==> config.mk <==
export PLATFORM = sky130hd
export DESIGN_NAME = display_source_scheduler
export DESIGN_NICKNAME = d
export VERILOG_FILES = /design/src/rtl/display_source_scheduler.sv
export SDC_FILE = /design/constraint.sdc
export NUM_CORES = 1
export LEC_CHECK = 0
export ABC_AREA = 1
export ABC_CLOCK_PERIOD_IN_PS = 2900
export BUFFER_PORTS_ARGS = -buffer_cell sky130_fd_sc_hd__buf_2
export CAP_MARGIN = 20
export CORE_ASPECT_RATIO = 0.7
export CORE_UTILIZATION = 33
export CTS_BUF_LIST = sky130_fd_sc_hd__clkbuf_16
export DETAILED_ROUTE_END_ITERATION = 6
export GPL_TIMING_DRIVEN = 0
export PLACE_DENSITY = 0.65
export SETUP_SLACK_MARGIN = 0.02
export SYNTH_ARGS = -nofsm -noshare
export SYNTH_HDL_FRONTEND = slang
export SYNTH_SLANG_ARGS = --single-unit
==> constraint.sdc <==
create_clock -name clk -period 2.9 [get_ports clk]
set_input_delay 0.58 -clock clk [delete_from_list [all_inputs] [get_ports clk]]
set_output_delay 0.58 -clock clk [all_outputs]
set_load 0.05 [all_outputs]
==> src/rtl/display_source_scheduler.sv <==
// Round-robin scheduler that picks which of four sources drives a four-digit display,
// keeps each granted value on screen for DWELL cycles, and supports freezing the display.
module display_source_scheduler #(
  parameter int DWELL   = 50_000_000,
  parameter int MAX_VAL = 9999
) (
  input  logic        clk,
  input  logic        rst,
  input  logic [3:0]  req,
  input  logic [15:0] data0,
  input  logic [15:0] data1,
  input  logic [15:0] data2,
  input  logic [15:0] data3,
  input  logic        freeze,
  output logic [15:0] num,
  output logic [1:0]  src_sel,
  output logic        disp_valid,
  output logic [3:0]  ack,
  output logic        clamped
);

  localparam int              CNT_W    = (DWELL > 1) ? $clog2(DWELL) : 1;
  localparam logic [CNT_W-1:0] CNT_LOAD = CNT_W'(DWELL - 1);
  localparam logic [CNT_W-1:0] CNT_ONE  = CNT_W'(1);
  localparam logic [15:0]      MAX_V    = 16'(MAX_VAL);

  typedef enum logic [1:0] {IDLE, SHOW, HOLD} state_t;

  state_t           state;
  logic             from_show;
  logic [CNT_W-1:0] cnt;
  logic [1:0]       g;
  logic [15:0]      data_g;
  logic             grant;

  // First requesting source after the last one shown, wrapping modulo 4.
  function automatic logic [1:0] pick(input logic [3:0] r, input logic [1:0] last);
    logic [1:0] idx;
    logic       found;
    pick  = last + 2'd1;
    found = 1'b0;
    for (int k = 0; k < 4; k++) begin
      idx = last + 2'(k + 1);
      if (!found && r[idx]) begin
        pick  = idx;
        found = 1'b1;
      end
    end
  endfunction

  function automatic logic [15:0] sat(input logic [15:0] d);
    return (d > MAX_V) ? MAX_V : d;
  endfunction

  always_comb begin
    g      = pick(req, src_sel);
    data_g = data0;
    case (g)
      2'd0:    data_g = data0;
      2'd1:    data_g = data1;
      2'd2:    data_g = data2;
      default: data_g = data3;
    endcase
    // Releasing a freeze that began in IDLE acts like IDLE, so a pending request is granted at once.
    grant = !freeze && (|req) &&
            ((state == IDLE) || (state == SHOW && cnt == '0) || (state == HOLD && !from_show));
  end

  always_ff @(posedge clk or posedge rst) begin
    if (rst) begin
      state      <= IDLE;
      from_show  <= 1'b0;
      cnt        <= '0;
      num        <= '0;
      src_sel    <= 2'd3;
      disp_valid <= 1'b0;
      ack        <= '0;
      clamped    <= 1'b0;
    end else begin
      ack <= '0;
      if (grant) begin
        num        <= sat(data_g);
        clamped    <= (data_g > MAX_V);
        src_sel    <= g;
        disp_valid <= 1'b1;
        cnt        <= CNT_LOAD;
        ack        <= 4'b0001 << g;
        state      <= SHOW;
      end else begin
        case (state)
          IDLE: if (freeze) begin
            state     <= HOLD;
            from_show <= 1'b0;
          end
          SHOW: begin
            if (freeze) begin
              state     <= HOLD;
              from_show <= 1'b1;
            end else if (cnt != '0) begin
              cnt <= cnt - CNT_ONE;
            end else begin
              state <= IDLE;
            end
          end
          HOLD: if (!freeze) state <= from_show ? SHOW : IDLE;
          default: state <= IDLE;
        endcase
      end
    end
  end

endmodule

==> impl_results.md, run 1 <==
- Cells after synthesis: roughly 490
- GRT Total Usage: 0.174
- Smallest hold slack: roughly 210 ps
- P_leak: ~2.1 nW
- CTS tree: yes
- Cell Rows: 30
- Clock sinks: 53
- Status: finished with violations
- Worst vdd ir: between 600 and 700 uV
- Max Clock Freq: 0.364 GHz
- Die area: between 10000 and 15000 um^2
- Final Wtd Congestion: about 0.84
- I/O Pins: 95
- CP cell instances: inv_2 -> buf_6 -> nand2_2 -> nand2_1 -> nand2_1 -> nand2_1 -> nand2_2 -> nor2_8 -> nor2_2 -> nand2_2 -> nand2_4 -> nand2_4 -> buf_6 -> or2_0 -> nand2_2 -> nand2_2 -> a21oi_4 -> nand2_2 -> nand2_4 -> nand2_2
- Worst slew margin: 0.492
- Layout cell share with drive strength beyond 1: 0.332
- Final Cycle Share: 0.947
- Sequential fraction of the synthesis area: 0.381
- Critical register-to-register path startpoint: src_sel[0]
- Final HPWL DP: 7070 um
- Initial antenna violation count: 0
- Worst EP arrival: just under 3000 ps
- PD cells: 1260 nW/um^2
- Slew Limit Fails: 0
- DP Worst Slack: 86.7 ps
- Clock insertion delay at the later pin of the skew report: approximately 290 ps
- CTS Buf Count: 5
- Fin worst setup slack: between 150 and 200 ps
- Pre-antenna DRT Iters: 6
- Tightest Pin Transition: 755 ps
- Vias in the first global route: roughly 3400
- Die H: a little under 90 um
- Vias: approximately 3500
- CP Class: flip-flop to flip-flop
- CP most frequent cell: nand2_2
- Die Span X: about 120 um
- Share of the synthesized area in the top cell type: 0.366
- Drt initial violations: roughly 160
- First-pass GRT wire length: about 16000 um
- Core ar.: ~10000 um^2
- Final hold vios: 0
- Final setup violation count: 0
- Failing checks: design-rule violations
- Net count after synthesis: between 500 and 600
- Initial Utilization: 0.349
- Yosys reg bits: 53
- Post-DRT Antenna Nets: 0
- Top post-synthesis cells by area: dfrtp_1 (37%), nand2_1 (13%), nand3_1 (7.0%), nor2_1 (5.2%), nand2_2 (4.7%)
- Critical Path Fanout Max: 9
- Syn. warnings: 0
- Maximum clock path buffer count: 2
- Vias per cell: 4.87
- GR Overflow Total: 0
- Max-cap viol count: 0
- Syn Area/Cell: a little over 7 um^2
- Synth area leader: dfrtp_1
- WP buf/inv: 3
- Drt wl/cell: 12.7 um
- Crit-path slowest cell: dfstp_2
- Worst Setup SP: src_sel[0]
- WL final: ~9300 um
- H-tree depth: 2
- Crit path required time: around 3000 ps
- Ant. Diodes: 0
- Mapped cell area: ~3500 um^2
- IO buf count: 94
- Largest net degree at the start of global routing: 44
- RSZ-0062 raised after global routing: true
- Final Skew: 6.15 ps
- Clock root buffer: clkbuf_16
- Crit-path max cell delay: about 580 ps
- CTS clk-pin slew, worst paths: roughly 70 ps
- Setup TNS: 0 ps
- DRC Markers: 8
- Hold Crit Class: input pin to asynchronous set/reset pin
- Top delay family on crit path: simple AND/OR/NAND/NOR gates
- Crit. End Element: flip-flop
- Final #Nets: ~670
- Layout area overhead: 27.5%
- Number of distinct library cells after synthesis: 40
- Min Clock Period, post-route: around 2700 ps
- Crit start category: flip-flop
-- flip-flops by register name, indices dropped and copies added, names as in the netlist --
register / count
ack: 4
clamped: 1
cnt: 26
disp_valid: 1
from_show: 1
num: 16
src_sel: 2
state: 2
-- stage by stage --
| step | std cells | util | total power, mW | cell area, um^2 |
|---|---|---|---|---|
| after floorplan | 487 | - | 3.79 | 3490 |
| after global routing | 728 | 0.445 | 6.05 | 4450 |
| after CTS | 718 | 0.431 | 5.22 | 4300 |
| final | 728 | 0.445 | 5.59 | 4450 |
| after global placement | 709 | 0.413 | 4.48 | 4120 |
| after detailed placement | 710 | 0.415 | 4.55 | 4140 |
-- repair_timing --
item,in CTS,in global routing
hold buffers,0,0
endpoints found under the setup margin,0,35
resized for setup,0,28
setup buffers,0,8
-- final cells by class --
class,instances,area (um^2)
fillers,1003,5540
flip-flops and latches,53,1330
inverters,42,160
clock inverters,3,37.5
well taps,128,160
plain buffers,19,131
multi-input cells,373,1940
clock buffers,5,125
repair buffers,105,561
-- power by group --
group / leakage (nW) / total, mW / switching (mW) / internal, mW
Combinational: 1.45 / 3.94 / 2.60 / 1.35
Sequential: 0.599 / 0.996 / 0.0969 / 0.899
Clock: 0.0826 / 0.654 / 0.253 / 0.401
-- placed cells by master, fill, tap and decap left out, types with 6 or more instances in the layout --
| master | n |
|---|---|
| inv_1 | 35 |
| nand2_1 | 113 |
| nand4_1 | 14 |
| a21oi_1 | 11 |
| buf_4 | 12 |
| nor3_1 | 13 |
| dfrtp_1 | 51 |
| nand3_1 | 48 |
| nor2_1 | 45 |
| nand3b_1 | 6 |
| nand2_2 | 34 |
| or2_2 | 14 |
| buf_2 | 99 |
| o21ai_0 | 28 |
-- cells by family (layout without fill, tap and decap cells) --
| logic type | count (synthesis) | in the layout | share of synthesized area |
|---|---|---|---|
| simple gates | 311 | 311 | 0.431 |
| compound gates | 54 | 54 | 0.0872 |
| xor+xnor | 7 | 7 | 0.0176 |
| flops | 53 | 53 | 0.381 |
| fa+ha+maj | 1 | 1 | 0.00359 |
| buf+inv | 61 | 174 | 0.0796 |
-- cell usage after synthesis, drive strengths merged --
cell,count
a21oi,12
inv,40
clkbuf,5
clkinv,2
nand3b,6
nor4,3
nand2,152
buf,14
o21bai,1
o22ai,4
o211ai,2
nor3,14
nand3,50
xnor2,3
o21ai,32
xor2,4
or2,19
ha,1
a31oi,1
nand4,14
o31ai,2
dfstp,2
dfrtp,51
nor2,53
-- layer usage --
| metal | up-vias | global-route usage | wire (um) |
|---|---|---|---|
| li1 | 1812 | - | - |
| met1 | 1651 | 0.242 | 4620 |
| met2 | 80 | 0.279 | 4020 |
| met3 | 4 | 0.0458 | 588 |
| met4 | 0 | 0.0244 | 26 |
| met5 | - | 0 | 0 |
-- final timing paths --
check	slack, ps	endpoint	depth (start not counted)
max	150	num[2]	20
min	210	disp_valid	2
max reg2reg	150	num[2]	20
min reg2reg	490	disp_valid	1
max in group asynchronous	2120	src_sel[1]	3
min in group clk	490	disp_valid	1
No activity file was read; power rests on OpenSTA's default activity.
==> run 2: changes to the inputs <==
--- a/config.mk
+++ b/config.mk
@@ -10,6 +10,7 @@
 export BUFFER_PORTS_ARGS = -buffer_cell sky130_fd_sc_hd__buf_2
 export CAP_MARGIN = 20
 export CORE_ASPECT_RATIO = 0.7
+export CORE_MARGIN = 2
 export CORE_UTILIZATION = 33
 export CTS_BUF_LIST = sky130_fd_sc_hd__clkbuf_16
 export DETAILED_ROUTE_END_ITERATION = 6
==> impl_results.md, run 2 (synthesis results as in run 1) <==
- GRT Total Usage: 0.161 (was 0.174)
- CP cell instances: buf_6 -> nand2_1 -> nand2_1 -> nand2_1 -> nand2_1 -> nand2_2 -> nor2_8 -> nor2_2 -> nand2_2 -> nand2_4 -> buf_12 -> buf_8 -> nand3_1 -> nand3_1 -> nand2_2 -> nand2_2 -> a21oi_4 -> nand2_4 -> nand2_8 -> nand2_2 (was inv_2 -> buf_6 -> nand2_2 -> nand2_1 -> nand2_1 -> nand2_1 -> nand2_2 -> nor2_8 -> nor2_2 -> nand2_2 -> nand2_4 -> nand2_4 -> buf_6 -> or2_0 -> nand2_2 -> nand2_2 -> a21oi_4 -> nand2_2 -> nand2_4 -> nand2_2)
- Crit. End Element: flip-flop (unchanged)
- Clock sinks: 53 (unchanged)
- Initial Utilization: 0.338 (was 0.349)
- Max reg flops: 26 (unchanged)
- DRC Markers: 0 (was 8)
- WL final: 9410 um (was 9250 um)
- Layout cell share with drive strength beyond 1: 0.360 (was 0.332)
- Pre-antenna DRT Iters: 4 (was 6)
- CTS clk-pin slew, worst paths: 70 ps (about the same)
- Crit-path slowest cell: dfstp_2 (unchanged)
- Die area: 11400 um^2 (was 11000 um^2)
- I/O Pins: 95 (unchanged)
- PD cells: 1330 nW/um^2 (was 1260 nW/um^2)
- Status: finished clean (was finished with violations)
- Crit path required time: 3080 ps (about the same)
- Vias per cell: 4.85 (was 4.87)
- Worst vdd ir: 650 uV (was 684 uV)
- IO buf count: 94 (unchanged)
- Design area: 4650 um^2 (was 4450 um^2)
- Largest regs: cnt x26, num x16, ack x4 (unchanged)
- Hold Crit Class: input pin to asynchronous set/reset pin (unchanged)
- Worst EP arrival: 2930 ps (was 2920 ps)
- Layout area overhead: 33.2% (was 27.5%)
- DP Worst Slack: 120 ps (was 86.7 ps)
- Ant. Diodes: 0 (unchanged)
- Placed cell areas: 4140 um^2 (about the same)
- CTS Buf Count: 5 (unchanged)
- Layout Cells excl Fill: 743 (was 728)
- Initial antenna violation count: 0 (unchanged)
- P_leak: 2.22 nW (was 2.13 nW)
- Die Span X: 127 um (was 125 um)
- Max Clock Freq: 0.363 GHz (was 0.364 GHz)
- CTS Hold Bufs: 0 (unchanged)
- Die H: 90.0 um (was 88.0 um)
- Clock insertion delay at the later pin of the skew report: 290 ps (about the same)
- Min Clock Period, post-route: 2750 ps (about the same)
- Worst slew margin: 0.584 (was 0.492)
- H-tree depth: 2 (unchanged)
- Post-DRT Antenna Nets: 0 (unchanged)
- Crit start category: flip-flop (unchanged)
- Max-cap viol count: 0 (unchanged)
- Smallest hold slack: 235 ps (was 214 ps)
- Biggest register: cnt (unchanged)
- Critical Path Fanout Max: 10 (was 9)
- Core ar.: 10300 um^2 (was 9980 um^2)
- Cell Rows: 31 (was 30)
- CP most frequent cell: nand2_2 (unchanged)
- First-pass GRT wire length: 15200 um (was 15500 um)
- Final #Nets: 682 (was 671)
- Final HPWL DP: 7090 um (was 7070 um)
- Tightest Pin Transition: 619 ps (was 755 ps)
- Final Cycle Share: 0.949 (was 0.947)
- CP Class: flip-flop to flip-flop (unchanged)
- GR Overflow Total: 0 (unchanged)
- Final hold vios: 0 (unchanged)
- Placed cell count: 714 (was 710)
- Drt wl/cell: 12.7 um (about the same)
- Final setup violation count: 0 (unchanged)
- Final Wtd Congestion: 0.863 (was 0.841)
- Fin worst setup slack: 148 ps (was 154 ps)
- Crit-path max cell delay: 570 ps (was 580 ps)
- Clock root buffer: clkbuf_16 (unchanged)
- Maximum clock path buffer count: 2 (unchanged)
- Most common cell after layout, fill and taps aside: nand2_1 (unchanged)
- Largest net degree at the start of global routing: 41 (was 44)
- WP buf/inv: 3 (unchanged)
- Final Skew: 4.58 ps (was 6.15 ps)
- Most frequent cells in the layout: nand2_1 (104), buf_2 (96), dfrtp_1 (51) (was nand2_1 (113), buf_2 (99), dfrtp_1 (51))
- Top delay family on crit path: simple AND/OR/NAND/NOR gates (unchanged)
- Vias: 3600 (was 3547)
- # fillers: 1056 (was 1003)
- CTS tree: yes (unchanged)
- Drt initial violations: 193 (was 161)
- Slew Limit Fails: 0 (unchanged)
- Vias in the first global route: 3242 (was 3369)
## run 2: cell types whose count changed in the layout (fill, tap and decap cells not counted), moves of 2 or more
cell and delta:
nand2_2 +3, nor2_2 -2, buf_2 -3, buf_8 +3, nand2_4 +5, nand2_1 -9, buf_4 +9
## run 2: power breakdown
group | leakage (nW) | total [mW] | switching (mW) | internal [mW]
sequential | 0.599 | 1.00 | 0.102 | 0.899
combinational | 1.54 | 4.51 | 2.77 | 1.74
clock | 0.0826 | 0.663 | 0.262 | 0.402
## run 2: layer usage
layer | wire length [um] | vias up | GRT usage
li1 | - | 1837 | -
met1 | 4680 | 1675 | 0.233
met2 | 4120 | 78 | 0.243
met3 | 491 | 10 | 0.0351
met4 | 125 | 0 | 0.0421
met5 | 0 | - | 0
## run 2: through the flow
| stage | util | power [mW] | TNS [ps] |
|---|---|---|---|
| 2_1_floorplan | - | 3.79 | 0 |
| 3_3_place_gp | 0.400 | 4.49 | 0 |
| 3_5_place_dp | 0.402 | 4.54 | 0 |
| 4_1_cts | 0.418 | 5.22 | 0 |
| 5_1_grt | 0.450 | 6.68 | -172 |
| 6_report | 0.450 | 6.18 | 0 |
## run 2: layout make-up
cell class	count	area, um^2	area share
inverters	42	160	0.0345
flip-flops and latches	53	1330	0.286
well taps	132	165	0.0356
plain buffers	19	158	0.0339
clock inverters	3	37.5	0.00808
repair buffers	116	664	0.143
clock buffers	5	125	0.0269
multi-input cells	373	2010	0.432
## run 2: what timing repair did
| item | in CTS | in global routing |
|---|---|---|
| buffers inserted | 0 | 21 |
| pin swaps | 0 | 35 |
| setup endpoints to repair | 1 | 36 |
| gates resized for setup | 1 | 59 |
## run 2: final timing paths
check | startpoint | endpoint | slack (ps) | cells after the start
worst max-delay path | src_sel[0] | num[1] | 150 | 20
worst min-delay path | rst | disp_valid | 230 | 2
worst max register to register | src_sel[0] | num[1] | 150 | 20
worst min register to register | disp_valid | disp_valid | 470 | 1
max in group asynchronous | rst | src_sel[1] | 2080 | 3
min in group clk | disp_valid | disp_valid | 470 | 1
